File: src/rtl/seg7_scan_driver.sv
// seg7_scan_driver: four-digit multiplexed seven-segment driver with frame-synchronous display updates
module seg7_scan_driver #(
  parameter int SCAN_DIV = 100000,
  parameter bit LZ_BLANK = 1'b1
) (
  input  logic        sysclk,
  input  logic        reset,
  input  logic [15:0] disp_data,
  input  logic        disp_load,
  input  logic        blank,
  output logic [3:0]  an,
  output logic [6:0]  bcd7,
  output logic        frame_done
);
  localparam int CW = (SCAN_DIV > 2) ? $clog2(SCAN_DIV) : 1;
  logic [CW-1:0] cnt;
  logic [1:0]    idx, nidx;
  logic [15:0]   shadow, disp, ndisp;
  logic          tick, boundary, lz;
  function automatic logic [6:0] decode(input logic [3:0] h);
    case (h)
      4'h0: decode = 7'h40;
      4'h1: decode = 7'h79;
      4'h2: decode = 7'h24;
      4'h3: decode = 7'h30;
      4'h4: decode = 7'h19;
      4'h5: decode = 7'h12;
      4'h6: decode = 7'h02;
      4'h7: decode = 7'h78;
      4'h8: decode = 7'h00;
      4'h9: decode = 7'h10;
      4'hA: decode = 7'h08;
      4'hB: decode = 7'h03;
      4'hC: decode = 7'h46;
      4'hD: decode = 7'h21;
      4'hE: decode = 7'h06;
      default: decode = 7'h0E;
    endcase
  endfunction
  assign tick     = cnt == CW'(SCAN_DIV - 1);
  assign boundary = tick && idx == 2'd3;
  assign nidx     = idx + 2'd1;
  // The digit shown right after a boundary must already see the freshly committed frame
  assign ndisp    = boundary ? shadow : disp;
  assign lz       = LZ_BLANK && nidx != 2'd0 && (ndisp >> {nidx, 2'b00}) == 16'd0;
  // Scan timing: prescaler and digit index
  always_ff @(posedge sysclk) begin
    if (reset) begin
      cnt <= '0;
      idx <= 2'd0;
    end else begin
      cnt <= tick ? '0 : cnt + 1'b1;
      idx <= tick ? nidx : idx;
    end
  end
  // Shadow capture and frame-boundary commit into the display register
  always_ff @(posedge sysclk) begin
    if (reset) begin
      shadow     <= '0;
      disp       <= '0;
      frame_done <= 1'b0;
    end else begin
      if (disp_load) shadow <= disp_data;
      disp       <= ndisp;
      frame_done <= boundary;
    end
  end
  // Registered digit outputs: blank overrides, otherwise refresh only when the index advances
  always_ff @(posedge sysclk) begin
    if (reset || blank) begin
      an   <= 4'hF;
      bcd7 <= 7'h7F;
    end else if (tick) begin
      an   <= lz ? 4'hF : ~(4'b0001 << nidx);
      bcd7 <= lz ? 7'h7F : decode(ndisp[{nidx, 2'b00} +: 4]);
    end
  end
endmodule

File: config.mk
export PLATFORM = sky130hd
export DESIGN_NAME = seg7_scan_driver
export DESIGN_NICKNAME = d
export VERILOG_FILES = /design/src/rtl/seg7_scan_driver.sv
export SDC_FILE = /design/constraint.sdc
export NUM_CORES = 1
export LEC_CHECK = 0
export CAP_MARGIN = 20
export CORE_ASPECT_RATIO = 1.2
export CORE_UTILIZATION = 30
export CTS_CLUSTER_DIAMETER = 50
export DETAILED_ROUTE_END_ITERATION = 16
export MAX_ROUTING_LAYER = met4
export PLACE_DENSITY = 0.44
export RECOVER_POWER = 50
export SYNTH_ARGS = -nofsm -noshare
export SYNTH_HDL_FRONTEND = slang
export SYNTH_SLANG_ARGS = --single-unit
File: constraint.sdc
create_clock -name sysclk -period 7.3 [get_ports sysclk]
set_input_delay 1.825 -clock sysclk [delete_from_list [all_inputs] [get_ports sysclk]]
set_output_delay 1.825 -clock sysclk [all_outputs]
set_load 0.005 [all_outputs]
==> reports/metrics.csv, run 1 <==
stage;metric;value;unit
run_status;status;complete, but fails checks;
run_status;failing checks;max-capacitance violations, max-slew violations;
flow_run;number of max-cap violations;1;
drt;antenna-violating nets left;0;
final_layout;register area;1260;sq um
pwr;pwr dens;214;nW/um^2
critical_path;startpoint types;input port;
pwr;total power;832;uW
placed_design;# port buffers;31;
critical_path;kind of critical path;in -> reg;
synth;synth top area cells;dfxtp_1 (39%), mux2i_1 (8.4%), nor2_1 (6.3%);
synth;Netlist cell types;64;
synth;synthesized area;3210;sq um
critical_path;critical path's slowest cell;clkbuf_1;
die;# IOs;32;
die;core area;10500;sq um
synth;Mapped Cells;362;
critical_path;Max stage delay on crit path;1.31;ns
synth;syn nets;393;
pwr;Net Sw Frac;0.207;
clock_network;Num CTS Buffers;9;
critical_path;critical path cell sequence;dlygate4sd3_1, clkbuf_1, nor2_1, o2111ai_1, a221oi_1, nor3_1;
global_routing;vias in the first global route;2537;
global_routing;first-pass GRT wire length;12900;um
critical_path;Worst Setup End Kind;flop;
pwr;Max VDD drop;0.113;mV
clock_network;CTS tree;done;
pwr;Gate power share;0.039;
final_layout;Area growth, synth to finish;21.4;%
timing;RSZ-0062 raised after global routing;false;
critical_path;CP Buf/Inv Count;2;
timing;transition time of the tightest slew-check pin;1.84;ns
die;row count;41;
hold_path;Hold WC Path Type;reg -> reg;
timing;endpoints failing setup;0;
clock_network;Clock transition at path regs;0.05;ns
global_routing;initial antenna violation count;0;
final_layout;Nets;417;
drt;Routed wire per std cell;15.0;um
final_layout;multi-input logic area;1810;sq um
drt;final WL;7780;um
pwr;internal power;660;uW
clock_network;Clock Sinks;63;
clock_network;clk root buf;clkbuf_16;
clock_network;hold buffers post-CTS;0;
timing;minimum clock period;4.49;ns
critical_path;Worst EP arrival;4.74;ns
timing;Worst Skew;0.00692;ns
synth;Synth top area share;0.393;
critical_path;crit-path max FO;40;
critical_path;Worst path top cell family by delay;buffers and inverters;
clock_network;# H-tree levels;3;
clock_network;clock buffer depth;2;
timing;Rel. slew slack;-0.229;
synth;Yosys reg bits;63;
timing;FMAX;0.223;GHz
final_layout;Ant. Diodes;0;
synth;Ys Warns;0;
synth;Post-synth EDFFs;0;
die;Die Footprint;11100;sq um
placed_design;pre-CTS setup slack;3.46;ns
pwr;sequential fraction of design power;0.431;
global_routing;largest net degree at the start of global routing;41;
synth;Avg Inst Size Synth;8.87;sq um
timing;Fin. Hold Viols;0;
die;chip width;96.4;um
timing;Fin Setup TNS;0;ns
pwr;clock share of power;0.530;
timing;Max Slew Vio Count;41;
final_layout;Final Util;0.372;
drt;DRT iter0 DRCs;134;
drt;via count;2660;
synth;ys async rst share;0;
placed_design;RePlAce Congestion;0.810;
drt;drt via density;5.12;
pwr;NetSw;173;uW
timing;period utilisation layout;0.615;
global_routing;GR Util All Layers;0.159;
clock_network;Clk Latency, worst-skew pair;0.33;ns
drt;DR pass1 iterations;4;
final_layout;fraction of layout cells with a size suffix above 1;0.0818;
final_layout;Fillers;1101;
drt;# DRC;0;
synth;area leader, netlist;dfxtp_1;
synth;Main synth FF type;dfxtp_1;
placed_design;hpwl dp;5650;um
clock_network;total setup buffers inserted after CTS;0;
synth;register area share after synthesis;0.393;
timing;setup ws final;2.81;ns
critical_path;CP Data Required Time;7.55;ns
global_routing;total gr overflow;0;
die;die height;115;um
clock_network;# resized after CTS;0;
pwr;Pleak;0.00152;uW
die;initial core utilization;0.307;
-- cell type report --
class	instances	share of cell area
Clock buffer	13	0.0694
Inverter	9	0.00867
Clock inverter	3	0.0103
Tap cell	129	0.0414
Timing Repair Buffer	32	0.0806
Multi-Input combinational cell	271	0.466
Sequential cell	63	0.324
-- layer usage --
layer | GRT usage | vias up | part of all wire
li1 | - | 1336 | -
met1 | 0.204 | 1245 | 0.48
met2 | 0.238 | 66 | 0.45
met3 | 0.0258 | 13 | 0.038
met4 | 0.0863 | 0 | 0.029
met5 | - | - | 0
-- through the flow --
| stage | area, sq um | hold slack [ns] | instances |
|---|---|---|---|
| final | 3890 | 0.466 | 520 |
| after global routing | 3890 | 0.488 | 520 |
| after floorplan | 3210 | 0.430 | 362 |
| after detailed placement | 3590 | 0.460 | 504 |
| after CTS | 3900 | 0.468 | 520 |
| after global placement | 3590 | 0.446 | 504 |
-- power groups by stage --
stage               logic [uW]  registers (uW)  clock network (uW)
global placement          33.0             366                   0
global route              36.3             359                 465
floorplan                 19.0             362                   0
finish                    32.6             358                 441
detailed placement        33.4             365                   0
CTS                       33.5             358                 452
-- tightest hold or removal path, cell delays in order, from the launching register on --
cell and delay, ns:
dfxtp_1 0.31, nand2_1 0.06, a21oi_1 0.05
-- path summary, 6_finish.rpt --
| check | cells past startpoint | start | slack, ns | endpoint |
|---|---|---|---|---|
| setup / recovery | 6 | reset | 2.81 | bcd7[0]$_SDFFE_PP1N_ |
| hold / removal | 2 | disp[15]$_SDFF_PP0_ | 0.47 | disp[15]$_SDFF_PP0_ |
| setup reg to reg | 13 | cnt[0]$_SDFF_PP0_ | 3.67 | bcd7[0]$_SDFFE_PP1N_ |
| hold reg to reg | 2 | disp[15]$_SDFF_PP0_ | 0.47 | disp[15]$_SDFF_PP0_ |
-- cell families (layout without fill, tap and decap cells) --
family | after synthesis | count (layout) | share of synthesized area
muxes | 31 | 31 | 0.110
AOI/OAI and AO/OA | 66 | 66 | 0.140
buffers and inverters | 28 | 57 | 0.0417
adders and majority gates | 11 | 11 | 0.0429
xor gates and xnor gates | 14 | 14 | 0.0382
and+or+nand+nor | 149 | 149 | 0.234
DFF | 63 | 63 | 0.393
-- placed cells by master (no fill, tap or decap), drive strengths merged, types with 3 or more instances in the layout --
cell type,synthesis,layout
and3,4,4
nor2,54,54
ha,11,11
and2,3,3
dlygate4sd3,0,13
mux4,3,3
or2,5,5
nand3,16,16
a32oi,3,3
or4,5,5
or3,4,4
xor2,11,11
dfxtp,63,63
a2111oi,3,3
clkbuf,13,14
nor4,4,4
mux2i,27,27
clkdlybuf4s50,0,18
nor3,3,3
nand4,4,4
a21oi,25,25
a211oi,4,4
o21ai,12,12
xnor2,3,3
inv,9,9
nand2,38,38
-- flip-flops by register name, summed over array words and instances (netlist names) --
name / flops
idx: 2
disp: 16
shadow: 16
frame_done: 1
bcd7: 7
an: 4
cnt: 17
-- cell usage after synthesis (2+ instances only) --
cell      number
nor3_1         2
clkbuf_1      13
mux2i_1       27
xnor2_1        3
o21ai_1        7
mux4_2         3
o211ai_1       2
and2_1         3
and3_1         4
nor2_1        54
ha_1          11
nand2b_1       2
a21oi_1       25
nand4_1        3
o21ai_0        5
a211oi_1       3
dfxtp_1       63
a32oi_1        3
inv_1          8
nor4_1         3
or2_1          3
buf_1          2
a22oi_1        2
nand2_1       37
or3_1          4
or2_2          2
a211o_1        2
or4_1          5
xor2_1        11
nand3_1       16
(Power assumes the default switching activity.)
==> run 2: changes to the inputs <==
==> constraint.sdc (replaced) <==
create_clock -name sysclk -period 4.3 [get_ports sysclk]
set_input_delay 1.075 -clock sysclk [delete_from_list [all_inputs] [get_ports sysclk]]
set_output_delay 1.075 -clock sysclk [all_outputs]
set_load 0.005 [all_outputs]
==> reports/metrics.csv, run 2 (synthesis results as in run 1) <==
stage;metric;value;unit;change
critical_path;kind of critical path;reg -> reg;;was in -> reg
timing;minimum clock period;3.59;ns;
die;die height;115;um;unchanged
run_status;failing checks;max-capacitance violations, max-slew violations;;unchanged
timing;RSZ-0062 raised after global routing;false;;unchanged
final_layout;largest registers;cnt (17), disp (16), shadow (16);;unchanged
timing;Rel. slew slack;-0.121;;was -0.229
drt;drt via density;4.98;;was 5.12
timing;Fin. Hold Viols;0;;unchanged
die;row count;41;;unchanged
pwr;Pleak;0.00152;uW;about the same
global_routing;total gr overflow;0;;unchanged
pwr;Net Sw Frac;0.217;;was 0.207
clock_network;# resized after CTS;0;;unchanged
clock_network;Clock Sinks;63;;unchanged
die;initial core utilization;0.307;;unchanged
final_layout;Largest Register;cnt;;unchanged
clock_network;clk root buf;clkbuf_16;;unchanged
clock_network;CTS tree;done;;unchanged
hold_path;Hold Crit Depth;1;;was 2
pwr;Gate power share;0.039;;about the same
global_routing;largest net degree at the start of global routing;39;;was 41
placed_design;hpwl dp;5660;um;was 5650 um
final_layout;most frequent cells in the layout;dfxtp_1 (63), nor2_1 (54), nand2_1 (37);;unchanged
global_routing;vias in the first global route;2442;;was 2537
clock_network;Clock transition at path regs;0.05;ns;about the same
critical_path;Worst EP arrival;3.86;ns;was 4.74 ns
final_layout;Ant. Diodes;0;;unchanged
timing;Hold WS;0.462;ns;was 0.466 ns
critical_path;startpoint types;flop;;was input port
global_routing;initial antenna violation count;0;;unchanged
timing;Worst Skew;0.00619;ns;was 0.00692 ns
final_layout;fraction of layout cells with a size suffix above 1;0.0867;;was 0.0818
final_layout;Nets;418;;was 417
drt;final WL;7670;um;was 7780 um
timing;Max Slew Vio Count;39;;was 41
timing;Fin Setup TNS;0;ns;unchanged
clock_network;hold buffers post-CTS;0;;unchanged
clock_network;Num CTS Buffers;9;;unchanged
clock_network;Clk Latency, worst-skew pair;0.34;ns;was 0.33 ns
final_layout;Final Util;0.373;;was 0.372
die;chip width;96.4;um;unchanged
flow_run;number of max-cap violations;1;;unchanged
die;Die Footprint;11100;sq um;unchanged
global_routing;first-pass GRT wire length;12700;um;was 12900 um
pwr;Max VDD drop;0.186;mV;was 0.113 mV
pwr;pwr dens;361;nW/um^2;was 214 nW/um^2
clock_network;clock buffer depth;2;;unchanged
final_layout;Area growth, synth to finish;21.6;%;was 21.4%
critical_path;Worst Setup End Kind;flop;;unchanged
timing;endpoints failing setup;0;;unchanged
die;# IOs;32;;unchanged
clock_network;total setup buffers inserted after CTS;0;;unchanged
drt;# DRC;0;;unchanged
drt;DR pass1 iterations;4;;unchanged
drt;Routed wire per std cell;14.7;um;was 15.0 um
pwr;clock share of power;0.530;;about the same
critical_path;crit-path max FO;24;;was 40
pwr;sequential fraction of design power;0.431;;about the same
hold_path;Hold WC Path Type;reg -> reg;;unchanged
critical_path;CP Data Required Time;4.57;ns;was 7.55 ns
pwr;NetSw;305;uW;was 173 uW
placed_design;RePlAce Congestion;0.897;;was 0.810
drt;DRT iter0 DRCs;123;;was 134
timing;FMAX;0.278;GHz;
drt;antenna-violating nets left;0;;unchanged
drt;via count;2596;;was 2660
placed_design;dpl cells;505;;was 504
timing;transition time of the tightest slew-check pin;1.68;ns;was 1.84 ns
placed_design;# port buffers;31;;unchanged
run_status;status;complete, but fails checks;;unchanged
clock_network;# H-tree levels;3;;unchanged
final_layout;max FFs per register;17;;unchanged
final_layout;fin cells;521;;was 520
die;core area;10500;sq um;unchanged
pwr;internal power;1100;uW;was 660 uW
timing;period utilisation layout;0.836;;
global_routing;GR Util All Layers;0.159;;about the same
critical_path;worst r2r path cells;11;;was 13
final_layout;most common cell after layout, fill and taps aside;dfxtp_1;;unchanged
[run 2: cell types whose count changed in the layout (fill, tap and decap cells not counted), sizes merged]
cell / delta
buf: +1
clkbuf: -2
clkinv: +1
clkinvlp: +1
[run 2: power groups by stage]
stage               clock network, uW  registers, uW  logic, uW
floorplan                           0            615       32.2
global placement                    0            621       56.0
detailed placement                  0            620       56.7
CTS                               766            608       56.9
global route                      791            609       61.6
finish                            747            608       55.1
[run 2: final cells by class]
cell class	instances	area [sq um]
fillers	1066	6560
multi-input cells	271	1810
flip-flops and latches	63	1260
repair buffers	33	322
clock buffers	11	253
well taps	129	161
clock inverters	5	56.3
inverters	9	33.8
[run 2: worst max-delay path, cell delays in order (launching register included)]
cell and delay, ns:
dfxtp_1 0.37, ha_1 0.23, and4_1 0.31, and4_4 0.45, nand2_4 0.23, mux2i_1 0.20
mux4_2 0.59, ha_1 0.34, inv_1 0.04, a2111oi_0 0.46, a2111oi_1 0.14, o22ai_2 0.16
[run 2: routing by layer]
layer,share of wire,track usage
met4,0.030,0.0843
met3,0.031,0.0403
met2,0.45,0.224
met5,0,-
met1,0.49,0.208
[run 2: path summary, 6_finish.rpt]
kind                           from                    to  slack (ns)
setup / recovery  cnt[0]$_SDFF_PP0_  bcd7[1]$_SDFFE_PP1N_        0.71
hold / removal    cnt[0]$_SDFF_PP0_     cnt[0]$_SDFF_PP0_        0.46
setup reg to reg  cnt[0]$_SDFF_PP0_  bcd7[1]$_SDFFE_PP1N_        0.71
hold reg to reg   cnt[0]$_SDFF_PP0_     cnt[0]$_SDFF_PP0_        0.46
[run 2: stage by stage]
stage / setup slack, ns / power [uW] / instance area [sq um]
2_1_floorplan: 1.14 / 647 / 3210
3_3_place_gp: 0.743 / 677 / 3600
3_5_place_dp: 0.667 / 677 / 3600
4_1_cts: 0.667 / 1430 / 3910
5_1_grt: 0.416 / 1460 / 3900
6_report: 0.706 / 1410 / 3900
==> run 3: changes to the inputs <==
==> constraint.sdc (replaced) <==
create_clock -name sysclk -period 3.5 [get_ports sysclk]
set_input_delay 0.875 -clock sysclk [delete_from_list [all_inputs] [get_ports sysclk]]
set_output_delay 0.875 -clock sysclk [all_outputs]
set_load 0.005 [all_outputs]
==> reports/metrics.csv, run 3 (synthesis results as in run 1) <==
stage;metric;value;unit;change
run_status;status;complete, but fails checks;;unchanged
run_status;failing checks;max-capacitance violations, max-slew violations;;unchanged
clock_network;total setup buffers inserted after CTS;0;;unchanged
global_routing;met1 Use GR;0.206;;was 0.208
drt;# DRC;0;;unchanged
drt;antenna-violating nets left;0;;unchanged
timing;FMAX;0.314;GHz;was 0.278 GHz
critical_path;FF-to-FF Start;cnt[0]$_SDFF_PP0_;;unchanged
clock_network;Num CTS Buffers;9;;unchanged
clock_network;CTS tree;done;;unchanged
die;core area;10500;sq um;unchanged
die;initial core utilization;0.307;;unchanged
clock_network;clk root buf;clkbuf_16;;unchanged
drt;DRT iter0 DRCs;153;;was 123
drt;via count;2664;;was 2596
critical_path;critical path cell sequence;ha_1, and4_1, and4_4, nand2_4, mux2i_1, mux4_2, ha_1, or4b_1, a32oi_1, nor3_1;;was ha_1, and4_1, and4_4, nand2_4, mux2i_1, mux4_2, ha_1, inv_1, a2111oi_0, a2111oi_1, o22ai_2
pwr;internal power;1430;uW;was 1100 uW
final_layout;most common cell after layout, fill and taps aside;dfxtp_1;;unchanged
placed_design;RePlAce Congestion;0.821;;was 0.897
critical_path;kind of critical path;reg -> reg;;unchanged
clock_network;Clk Latency, worst-skew pair;0.33;ns;was 0.34 ns
timing;RSZ-0062 raised after global routing;false;;unchanged
hold_path;Hold Crit Depth;1;;unchanged
die;# IOs;32;;unchanged
timing;Fin Setup TNS;0;ns;unchanged
pwr;Gate power share;0.038;;was 0.039
critical_path;Max stage delay on crit path;0.57;ns;was 0.59 ns
hold_path;Hold EP;cnt[0]$_SDFF_PP0_;;unchanged
pwr;clock share of power;0.543;;was 0.530
die;die height;115;um;unchanged
placed_design;hpwl dp;5770;um;was 5660 um
placed_design;# port buffers;31;;unchanged
global_routing;total gr overflow;0;;unchanged
clock_network;Clock Sinks;63;;unchanged
pwr;pwr dens;449;nW/um^2;was 361 nW/um^2
critical_path;startpoint types;flop;;unchanged
die;row count;41;;unchanged
critical_path;Worst Setup End Kind;flop;;unchanged
clock_network;hold buffers post-CTS;0;;unchanged
timing;minimum clock period;3.18;ns;was 3.59 ns
global_routing;vias in the first global route;2451;;was 2442
pwr;sequential fraction of design power;0.418;;was 0.431
clock_network;clock buffer depth;2;;unchanged
final_layout;Final Util;0.380;;was 0.373
final_layout;fraction of layout cells with a size suffix above 1;0.100;;was 0.0867
timing;Fin. Hold Viols;0;;unchanged
critical_path;CP dominant cell by count;ha_1;;unchanged
final_layout;Largest Register;cnt;;unchanged
die;chip width;96.4;um;unchanged
global_routing;initial antenna violation count;0;;unchanged
final_layout;most frequent cells in the layout;dfxtp_1 (63), nor2_1 (54), nand2_1 (37);;unchanged
drt;DR pass1 iterations;6;;was 4
global_routing;first-pass GRT wire length;12800;um;was 12700 um
critical_path;Worst path top cell family by delay;simple AND/OR/NAND/NOR gates;;unchanged
final_layout;Nets;426;;was 418
drt;drt via density;5.04;;was 4.98
global_routing;GR Util All Layers;0.159;;about the same
timing;transition time of the tightest slew-check pin;1.72;ns;was 1.68 ns
timing;period utilisation layout;0.909;;was 0.836
global_routing;Top Usage Layer GRT;met2;;unchanged
global_routing;routing usage on met3;0.0337;;was 0.0403
global_routing;largest net degree at the start of global routing;39;;unchanged
flow_run;number of max-cap violations;1;;unchanged
pwr;NetSw;355;uW;was 305 uW
hold_path;Hold WC Path Type;reg -> reg;;unchanged
critical_path;flop2flop setup slack;0.32;ns;was 0.71 ns
drt;final WL;7830;um;was 7670 um
critical_path;FF-to-FF End;bcd7[0]$_SDFFE_PP1N_;;was bcd7[1]$_SDFFE_PP1N_
clock_network;# H-tree levels;3;;unchanged
drt;Routed wire per std cell;14.8;um;was 14.7 um
critical_path;crit-path max FO;9;;was 24
pwr;Max VDD drop;0.163;mV;was 0.186 mV
critical_path;critical path's slowest cell;mux4_2;;unchanged
pwr;Net Sw Frac;0.199;;was 0.217
critical_path;CP Data Required Time;3.71;ns;was 4.57 ns
clock_network;# resized after CTS;0;;unchanged
pwr;Pleak;0.00159;uW;was 0.00152 uW
hold_path;worst hold path startpoint;cnt[0]$_SDFF_PP0_;;unchanged
die;Die Footprint;11100;sq um;unchanged
critical_path;Setup crit start;cnt[0]$_SDFF_PP0_;;unchanged
timing;Max Slew Vio Count;39;;unchanged
timing;Rel. slew slack;-0.148;;was -0.121
final_layout;Area growth, synth to finish;23.9;%;was 21.6%
global_routing;M2 GR Usage;0.242;;was 0.224
critical_path;CP Buf/Inv Count;0;;was 1
final_layout;max FFs per register;17;;unchanged
final_layout;Ant. Diodes;0;;unchanged
clock_network;Clock transition at path regs;0.05;ns;about the same
timing;endpoints failing setup;0;;unchanged
critical_path;Worst EP arrival;3.39;ns;was 3.86 ns
critical_path;worst r2r path cells;10;;was 11
placed_design;placed inst area;3660;sq um;was 3600 sq um
final_layout;Post-Layout Inst Area;3980;sq um;was 3900 sq um
timing;Worst Skew;0.00920;ns;was 0.00619 ns
final_layout;largest registers;cnt (17), disp (16), shadow (16);;unchanged
## run 3: metrics by stage
stage / hold slack, ns / setup WS [ns] / std cells / power (uW)
after global routing: 0.480 / 0.0780 / 529 / 1850
after global placement: 0.444 / 0.381 / 513 / 831
after detailed placement: 0.453 / 0.310 / 513 / 832
after CTS: 0.465 / 0.292 / 529 / 1810
after floorplan: 0.430 / 0.342 / 362 / 795
final: 0.460 / 0.318 / 529 / 1790
## run 3: per-layer routing
layer | wire (um) | up-vias | share of wire
met5 | 0 | - | 0
li1 | - | 1354 | -
met1 | 3720 | 1246 | 0.48
met4 | 114 | 0 | 0.015
met3 | 328 | 6 | 0.042
met2 | 3660 | 58 | 0.47
## run 3: power by group through the flow
| stage | clock network [uW] | registers [uW] | logic [uW] |
|---|---|---|---|
| floorplan | 0 | 755 | 39.5 |
| finish | 970 | 747 | 68.5 |
| global route | 1030 | 748 | 75.9 |
| detailed placement | 0 | 762 | 70.7 |
| global placement | 0 | 762 | 69.7 |
| CTS | 997 | 747 | 70.6 |
## run 3: worst reg2reg max path: stages, from the launching register on
cell and delay, ns:
dfxtp_1 0.37, ha_1 0.23, and4_1 0.23, and4_4 0.23, nand2_4 0.12, mux2i_1 0.17, mux4_2 0.57, ha_1 0.32
or4b_1 0.53, a32oi_1 0.23, nor3_1 0.08
## run 3: final cells by class
cell class / count / area [sq um]
well taps: 129 / 161
inverters: 9 / 33.8
fillers: 1116 / 6490
repair buffers: 41 / 382
clock buffers: 13 / 260
flip-flops and latches: 63 / 1260
multi-input cells: 271 / 1810
clock inverters: 3 / 65.1
## run 3: worst max path at each step
| stage | to | depth (start not counted) |
|---|---|---|
| floorplan | bcd7[0]$_SDFFE_PP1N_ | 12 |
| global placement | bcd7[1]$_SDFFE_PP1N_ | 11 |
| detailed placement | bcd7[1]$_SDFFE_PP1N_ | 11 |
| CTS | bcd7[1]$_SDFFE_PP1N_ | 11 |
| global route | cnt[14]$_SDFF_PP0_ | 4 |
| finish | bcd7[0]$_SDFFE_PP1N_ | 10 |
